## src/rtl/aes_stream_decipher.sv

```systemverilog
// rtl/aes_stream_decipher.sv - length-framed AES inverse-S-box keystream decipher
// Single output register with valid/ready on both sides; keystream advances per accepted byte.
module aes_stream_decipher #(
  parameter int LEN_W = 8
) (
  input  logic             i_clk,
  input  logic             i_reset_n,
  input  logic             i_start,
  input  logic [7:0]       i_key,
  input  logic [LEN_W-1:0] i_msg_len,
  input  logic             i_s_valid,
  output logic             o_s_ready,
  input  logic [7:0]       i_s_data,
  output logic             o_m_valid,
  input  logic             i_m_ready,
  output logic [7:0]       o_m_data,
  output logic             o_m_last,
  output logic             o_busy,
  output logic             o_done,
  output logic [7:0]       o_ks_index
);

  localparam logic [7:0] INV_SBOX [256] = '{
    8'h52, 8'h09, 8'h6a, 8'hd5, 8'h30, 8'h36, 8'ha5, 8'h38, 8'hbf, 8'h40, 8'ha3, 8'h9e, 8'h81, 8'hf3, 8'hd7, 8'hfb,
    8'h7c, 8'he3, 8'h39, 8'h82, 8'h9b, 8'h2f, 8'hff, 8'h87, 8'h34, 8'h8e, 8'h43, 8'h44, 8'hc4, 8'hde, 8'he9, 8'hcb,
    8'h54, 8'h7b, 8'h94, 8'h32, 8'ha6, 8'hc2, 8'h23, 8'h3d, 8'hee, 8'h4c, 8'h95, 8'h0b, 8'h42, 8'hfa, 8'hc3, 8'h4e,
    8'h08, 8'h2e, 8'ha1, 8'h66, 8'h28, 8'hd9, 8'h24, 8'hb2, 8'h76, 8'h5b, 8'ha2, 8'h49, 8'h6d, 8'h8b, 8'hd1, 8'h25,
    8'h72, 8'hf8, 8'hf6, 8'h64, 8'h86, 8'h68, 8'h98, 8'h16, 8'hd4, 8'ha4, 8'h5c, 8'hcc, 8'h5d, 8'h65, 8'hb6, 8'h92,
    8'h6c, 8'h70, 8'h48, 8'h50, 8'hfd, 8'hed, 8'hb9, 8'hda, 8'h5e, 8'h15, 8'h46, 8'h57, 8'ha7, 8'h8d, 8'h9d, 8'h84,
    8'h90, 8'hd8, 8'hab, 8'h00, 8'h8c, 8'hbc, 8'hd3, 8'h0a, 8'hf7, 8'he4, 8'h58, 8'h05, 8'hb8, 8'hb3, 8'h45, 8'h06,
    8'hd0, 8'h2c, 8'h1e, 8'h8f, 8'hca, 8'h3f, 8'h0f, 8'h02, 8'hc1, 8'haf, 8'hbd, 8'h03, 8'h01, 8'h13, 8'h8a, 8'h6b,
    8'h3a, 8'h91, 8'h11, 8'h41, 8'h4f, 8'h67, 8'hdc, 8'hea, 8'h97, 8'hf2, 8'hcf, 8'hce, 8'hf0, 8'hb4, 8'he6, 8'h73,
    8'h96, 8'hac, 8'h74, 8'h22, 8'he7, 8'had, 8'h35, 8'h85, 8'he2, 8'hf9, 8'h37, 8'he8, 8'h1c, 8'h75, 8'hdf, 8'h6e,
    8'h47, 8'hf1, 8'h1a, 8'h71, 8'h1d, 8'h29, 8'hc5, 8'h89, 8'h6f, 8'hb7, 8'h62, 8'h0e, 8'haa, 8'h18, 8'hbe, 8'h1b,
    8'hfc, 8'h56, 8'h3e, 8'h4b, 8'hc6, 8'hd2, 8'h79, 8'h20, 8'h9a, 8'hdb, 8'hc0, 8'hfe, 8'h78, 8'hcd, 8'h5a, 8'hf4,
    8'h1f, 8'hdd, 8'ha8, 8'h33, 8'h88, 8'h07, 8'hc7, 8'h31, 8'hb1, 8'h12, 8'h10, 8'h59, 8'h27, 8'h80, 8'hec, 8'h5f,
    8'h60, 8'h51, 8'h7f, 8'ha9, 8'h19, 8'hb5, 8'h4a, 8'h0d, 8'h2d, 8'he5, 8'h7a, 8'h9f, 8'h93, 8'hc9, 8'h9c, 8'hef,
    8'ha0, 8'he0, 8'h3b, 8'h4d, 8'hae, 8'h2a, 8'hf5, 8'hb0, 8'hc8, 8'heb, 8'hbb, 8'h3c, 8'h83, 8'h53, 8'h99, 8'h61,
    8'h17, 8'h2b, 8'h04, 8'h7e, 8'hba, 8'h77, 8'hd6, 8'h26, 8'he1, 8'h69, 8'h14, 8'h63, 8'h55, 8'h21, 8'h0c, 8'h7d
  };

  // One extra counter bit so msg_len=0 can be held as the full 2^LEN_W count.
  localparam logic [LEN_W:0] REM_ONE  = (LEN_W+1)'(1);
  localparam logic [LEN_W:0] REM_FULL = REM_ONE << LEN_W;

  typedef enum logic [1:0] {IDLE, RUN, DRAIN} state_t;

  state_t         r_state;
  logic [LEN_W:0] r_remaining;
  logic [7:0]     r_ks_index;
  logic [7:0]     r_m_data;
  logic           r_m_valid;
  logic           r_m_last;
  logic           r_busy;
  logic           r_done;

  logic w_s_ready;
  logic w_accept;
  logic w_m_hs;

  assign w_s_ready = (r_state == RUN) && !i_start && (r_remaining != '0)
                     && (!r_m_valid || i_m_ready);
  assign w_accept  = i_s_valid && w_s_ready;
  assign w_m_hs    = r_m_valid && i_m_ready;

  always_ff @(posedge i_clk) begin
    if (!i_reset_n) begin
      r_state     <= IDLE;
      r_remaining <= '0;
      r_ks_index  <= 8'h00;
      r_m_data    <= 8'h00;
      r_m_valid   <= 1'b0;
      r_m_last    <= 1'b0;
      r_busy      <= 1'b0;
      r_done      <= 1'b0;
    end else begin
      r_done <= 1'b0;
      if (i_start) begin
        // A start while busy aborts: any pending output byte is discarded silently.
        r_state     <= RUN;
        r_ks_index  <= i_key;
        r_remaining <= (i_msg_len == '0) ? REM_FULL : {1'b0, i_msg_len};
        r_busy      <= 1'b1;
        r_m_valid   <= 1'b0;
        r_m_last    <= 1'b0;
      end else begin
        case (r_state)
          RUN: begin
            if (w_accept) begin
              r_m_data    <= i_s_data ^ INV_SBOX[r_ks_index];
              r_m_valid   <= 1'b1;
              r_m_last    <= (r_remaining == REM_ONE);
              r_ks_index  <= r_ks_index + 8'd1;
              r_remaining <= r_remaining - REM_ONE;
              if (r_remaining == REM_ONE) begin
                r_state <= DRAIN;
              end
            end else if (w_m_hs) begin
              r_m_valid <= 1'b0;
            end
          end
          DRAIN: begin
            if (w_m_hs) begin
              r_m_valid <= 1'b0;
              r_m_last  <= 1'b0;
              r_done    <= 1'b1;
              r_busy    <= 1'b0;
              r_state   <= IDLE;
            end
          end
          default: begin
          end
        endcase
      end
    end
  end

  assign o_s_ready  = w_s_ready;
  assign o_m_valid  = r_m_valid;
  assign o_m_data   = r_m_data;
  assign o_m_last   = r_m_last;
  assign o_busy     = r_busy;
  assign o_done     = r_done;
  assign o_ks_index = r_ks_index;

endmodule
```

## config.mk

```make
export PLATFORM = sky130hd
export DESIGN_NAME = aes_stream_decipher
export DESIGN_NICKNAME = d
export VERILOG_FILES = /design/src/rtl/aes_stream_decipher.sv
export SDC_FILE = /design/constraint.sdc
export NUM_CORES = 1
export LEC_CHECK = 0
export BUFFER_PORTS_ARGS = -buffer_cell sky130_fd_sc_hd__buf_2
export CAP_MARGIN = 20
export CORE_ASPECT_RATIO = 0.75
export CORE_MARGIN = 2
export CORE_UTILIZATION = 40
export CTS_CLUSTER_SIZE = 28
export DETAILED_ROUTE_END_ITERATION = 8
export PLACE_DENSITY = 0.57
export SYNTH_ARGS = -nofsm -noshare
export SYNTH_HDL_FRONTEND = slang
export SYNTH_SLANG_ARGS = --single-unit
```

## constraint.sdc

```tcl
create_clock -name i_clk -period 8.3 [get_ports i_clk]
set_clock_uncertainty 0.05 [all_clocks]
set_input_delay 0.83 -clock i_clk [delete_from_list [all_inputs] [get_ports i_clk]]
set_output_delay 0.83 -clock i_clk [all_outputs]
set_load 0.01 [all_outputs]
```

# == Yosys cells after proc, flatten, opt, wreduce, memory -nomap -nowiden ==
# Memory sizes are Yosys's and may differ from the RTL's.
# Cells that the tools add are included.
# classes
n_reduce_logical,24
order_cmp,1
mux,23
eq_ne,9
n_bitwise,5
addsub,2
# op_table
op,n
$mux 8,5
$mux 9,4
$reduce_bool 2->1,5
$eq 9x1->1 const B,1
$ge 9x9->1 const B,1
$not 8->9,1
$reduce_bool 9->1,1
$sub 9x1->9 const B,1
$add 8x1->8 const B,1
$logic_not 8->1,1
$mux 1,8
$reduce_and 4->1,2
$xor 8x8->8,1
$mux 2,3
$ne 3x3->1 const B,2
$reduce_and 3->1,2
$logic_and 1x1->1,5
$ne 2x2->1 const B,2
$pmux 1 s2,2
$pmux 2 s2,1
$reduce_and 2->1,2
$ne 3x2->1 const B,1
$not 1->1,3
$reduce_bool 3->1,1
7 further kinds,8
# word_totals
romBits,2048
wordCells,74
memories,1
register_bits,31
out_inout_bits,21
# mem_list
name,depth,word_bits,rd,rd_ports_with_merged_regs,wr,line,rtl
(no name shown),256,8,1,0,0,90,r_m_data <= i_s_data ^ INV_SBOX[r_ks_index];

# == Logic depth before layout (Yosys ltp) ==
# depth
word_depth,8
mapped_depth,13
mapped_depth_nobuf,9

# == Least setup slack after synthesis ==
# No wires, ideal clock.
# synth_timing
path_kind,reg2reg
startpoint,"reg r_ks_index[1], in the netlist o_ks_index[1]"
endpoint,"reg r_m_data[6], in the netlist o_m_data[6]"
path_slack_ns,5.170
stages_incl_launch_ff,12
setup_ns,0.096
arrival_ns,2.985
synth_period_minus_slack_ns,3.130
path_buffers,2
t_required_ns,8.154
path_cell_list,dfxtp_1 > buf_2 > buf_2 > inv_1 > ha_1 > nor2b_1 > or3_1 > a221o_1 > o311a_1 > a21oi_1 > mux2_2 > o41ai_2
# synth_between
elab_chain_len,5
# synth_lines
element,line,rtl
"start, declared",50,logic [7:0] r_ks_index;
"start signal, assigned",81,r_ks_index <= i_key;
"start signal, assigned",93,r_ks_index <= r_ks_index + 8'd1;
$not 8->9 (not written as such),90,
$mem_v2 256x8,-,
$mux 8 (not written as such) (2 in a row),90,
$xor 8x8->8,90,
"end signal, assigned",90,
"end, declared",51,logic [7:0] r_m_data;
# No other way between the ends. The select of a mux whose other input is x is not followed.
# A chain may end at the register's enable or synchronous reset.

# == Worst setup path in the final report ==
# layout_timing
startpoint,"reg r_ks_index[3], in the netlist o_ks_index[3]"
endpoint,"reg r_m_data[5], in the netlist o_m_data[5]"
# The elaborated chain is that of the path after synthesis.

==> results.toml <==
[timing]
setup_slack_ns = 4.29
rsz0062_at_grt = "false"
worstMarginPinSlew_ns = 1.11
setup_viol = 0
relSlewSlack = 0.263
fin_setup_tns_ns = 0
finalMaxSlewViolations = 0
timing.fmax_mhz = 249
finalCritPeriodShare = 0.484
min_period_ns = 4.01
hold_violations = 0

[clock_tree]
cts.sinks = 31
cts_resized = 0
cts_max_path_buffers = 2
cts_buffers = 5
clock_latency_ns = 0.28
h-tree-depth = 2
clock-root-buffer = "clkbuf_16"
postCtsSetupBuffers = 0
clk_pin_slew_ns = 0.06
cts_hold_buf = 0
cts_tree = "built"

[job]
cap_violations = 0

[global_routing]
grt_pass1_wl_um = 35500
grt_pass1_vias = 5791
grt.total_usage = 0.322
gr-total-overflow = 0
grt_antenna_before_repair = 0
grt_start_max_net_pins = 86

[die]
fp.dieW_um = 138
ios = 50
row_count = 36
fp.dieH_um = 104
dieArea_mm2 = 0.0143
start_util = 0.411
core-area_mm2 = 0.0130

[logic_synthesis]
synth_cell_types = 75
ys.flop_type = "dfxtp_1"
syn_inst = 758
synth_top_cell_area_share = 0.116
ys_seq_area_frac = 0.116
yosysTopAreaCell = "dfxtp_1"
synthArstFlopShare = 0
avgSynthCellArea_um2 = 7.07
yosys.cell_count.top_type = "nand2_1"
ys_top_cells_by_count = "nand2_1, a21oi_1, o21ai_0"
ys_ff_latch = 31
synth_area_mm2 = 0.00536
synth_edf_count = 0
ys.warnings.count = 0
synth_area_leaders = "dfxtp_1, ha_1, a21oi_1, o21ai_0, nand2_1"
syn_nets = 815

[setup_path]
worstSetupStartpointType = "flop"
crit_arrival_ns = 4.18
crit_required_ns = 8.47
crit_fanout = 76
endpoint_kind = "flop"
worstSetupPathType = "flop to flop"
cp-startpoint = "o_ks_index[3]$_SDFFE_PN0P_"
crit-reg2reg-launch = "o_ks_index[3]$_SDFFE_PN0P_"

[placed_design]
port_buffers = 49
place_worst_setup_slack_ns = 4.49
globalplace.congestion = 1.09
dp_hpwl_um = 16000

[routing]
drtAntennaViolNets = 0
wirelength_um = 23600
drtIter0Drc = 1361
wl_per_cell_um = 25.8
viasPerCell = 7.21
vias = 6594
drc_errors = 0
drtPass1Iterations = 6

[min_path]
hold_path.class = "flop to flop"
holdCritStartpoint = "o_m_data[6]$_SDFFE_PN0P_"

[run_status]
outcome = "finished, final reports clean"

[layout]
n_antenna_cell = 0
synthToLayoutAreaGrowth_pct = 5.07
nets = 800
drive_gt1_frac = 0.141

[power]
worst_ir_drop_vdd_uv = 88.3
power.density_mw_per_mm2 = 129
leakage_nw = 2.02
-- routing by layer --
metal  vias up  GRT usage  wire (um)
li1       2824          -          -
met1      3077      0.497      10000
met5         -          0          0
met2       618      0.405       9060
met3        75      0.133       3980
met4         0     0.0692        556
-- layout make-up --
class,count,area (um2)
flip-flops and latches,31,629
well taps,171,214
clock buffers,7,164
clock inverters,1,5.00
multi-input cells,621,4190
fillers,1337,7390
inverters,22,82.6
repair buffers,62,343
-- where the power goes --
| part | internal, W | leakage, nW | switching (W) | total [W] |
|---|---|---|---|---|
| sequential | 0.000157 | 0.256 | 0.0000172 | 0.000174 |
| combinational | 0.000118 | 1.68 | 0.000227 | 0.000345 |
| clock | 0.000137 | 0.0850 | 0.0000726 | 0.000210 |
| total | 0.000412 | 2.02 | 0.000317 | 0.000729 |
-- registers in the layout (all words and copies together), names as in the netlist --
register / count
o_done: 1
o_ks_index: 8
o_m_data: 8
o_m_valid: 1
o_busy: 1
r_remaining: 9
r_state: 2
o_m_last: 1
-- path summary, 6_finish.rpt --
path / to / slack (ns) / cells past startpoint
max: o_m_data[5]$_SDFFE_PN0P_ / 4.29 / 8
min: o_m_data[6]$_SDFFE_PN0P_ / 0.44 / 2
max reg2reg: o_m_data[5]$_SDFFE_PN0P_ / 4.29 / 8
min reg2reg: o_m_data[6]$_SDFFE_PN0P_ / 0.44 / 2
-- worst max-delay path, cell delays in order, from the launching register on --
cell and delay, ns:
dfxtp_4 0.76, buf_4 0.71, xor2_1 0.66, mux2_2 0.41
mux4_2 0.46, o221ai_1 0.38, nand4_1 0.19, xor2_1 0.18
a21oi_1 0.13
-- cells by family (layout without fill, tap and decap cells) --
| logic type | count (synthesis) | after routing | synth area share |
|---|---|---|---|
| fa+ha+maj | 28 | 28 | 0.0654 |
| mux | 28 | 28 | 0.0773 |
| simple gates | 272 | 272 | 0.260 |
| buf+inv | 106 | 92 | 0.102 |
| xor+xnor | 13 | 13 | 0.0213 |
| compound gates | 280 | 280 | 0.359 |
| flops | 31 | 31 | 0.116 |
-- cell usage in the layout, fill, tap and decap left out, types with 17 or more instances in the layout --
master     n
nor2b_1   28
a211oi_1  20
ha_1      28
buf_2     49
a311oi_1  17
dfxtp_1   28
a21oi_1   64
o21ai_0   61
nand2b_1  23
nor2_1    49
nor3_1    24
nand2_1   65
inv_1     19
-- stage by stage --
step / total power, W / std cells / hold WS, ns / util / area [um2]
2_1_floorplan: 0.000409 / 758 / 0.408 / - / 5360
3_3_place_gp: 0.000502 / 907 / 0.425 / 0.419 / 5460
3_5_place_dp: 0.000499 / 907 / 0.437 / 0.419 / 5460
4_1_cts: 0.000710 / 915 / 0.446 / 0.432 / 5630
5_1_grt: 0.000754 / 915 / 0.470 / 0.432 / 5630
6_report: 0.000729 / 915 / 0.440 / 0.432 / 5630
Power figures use the tool's default switching activity.
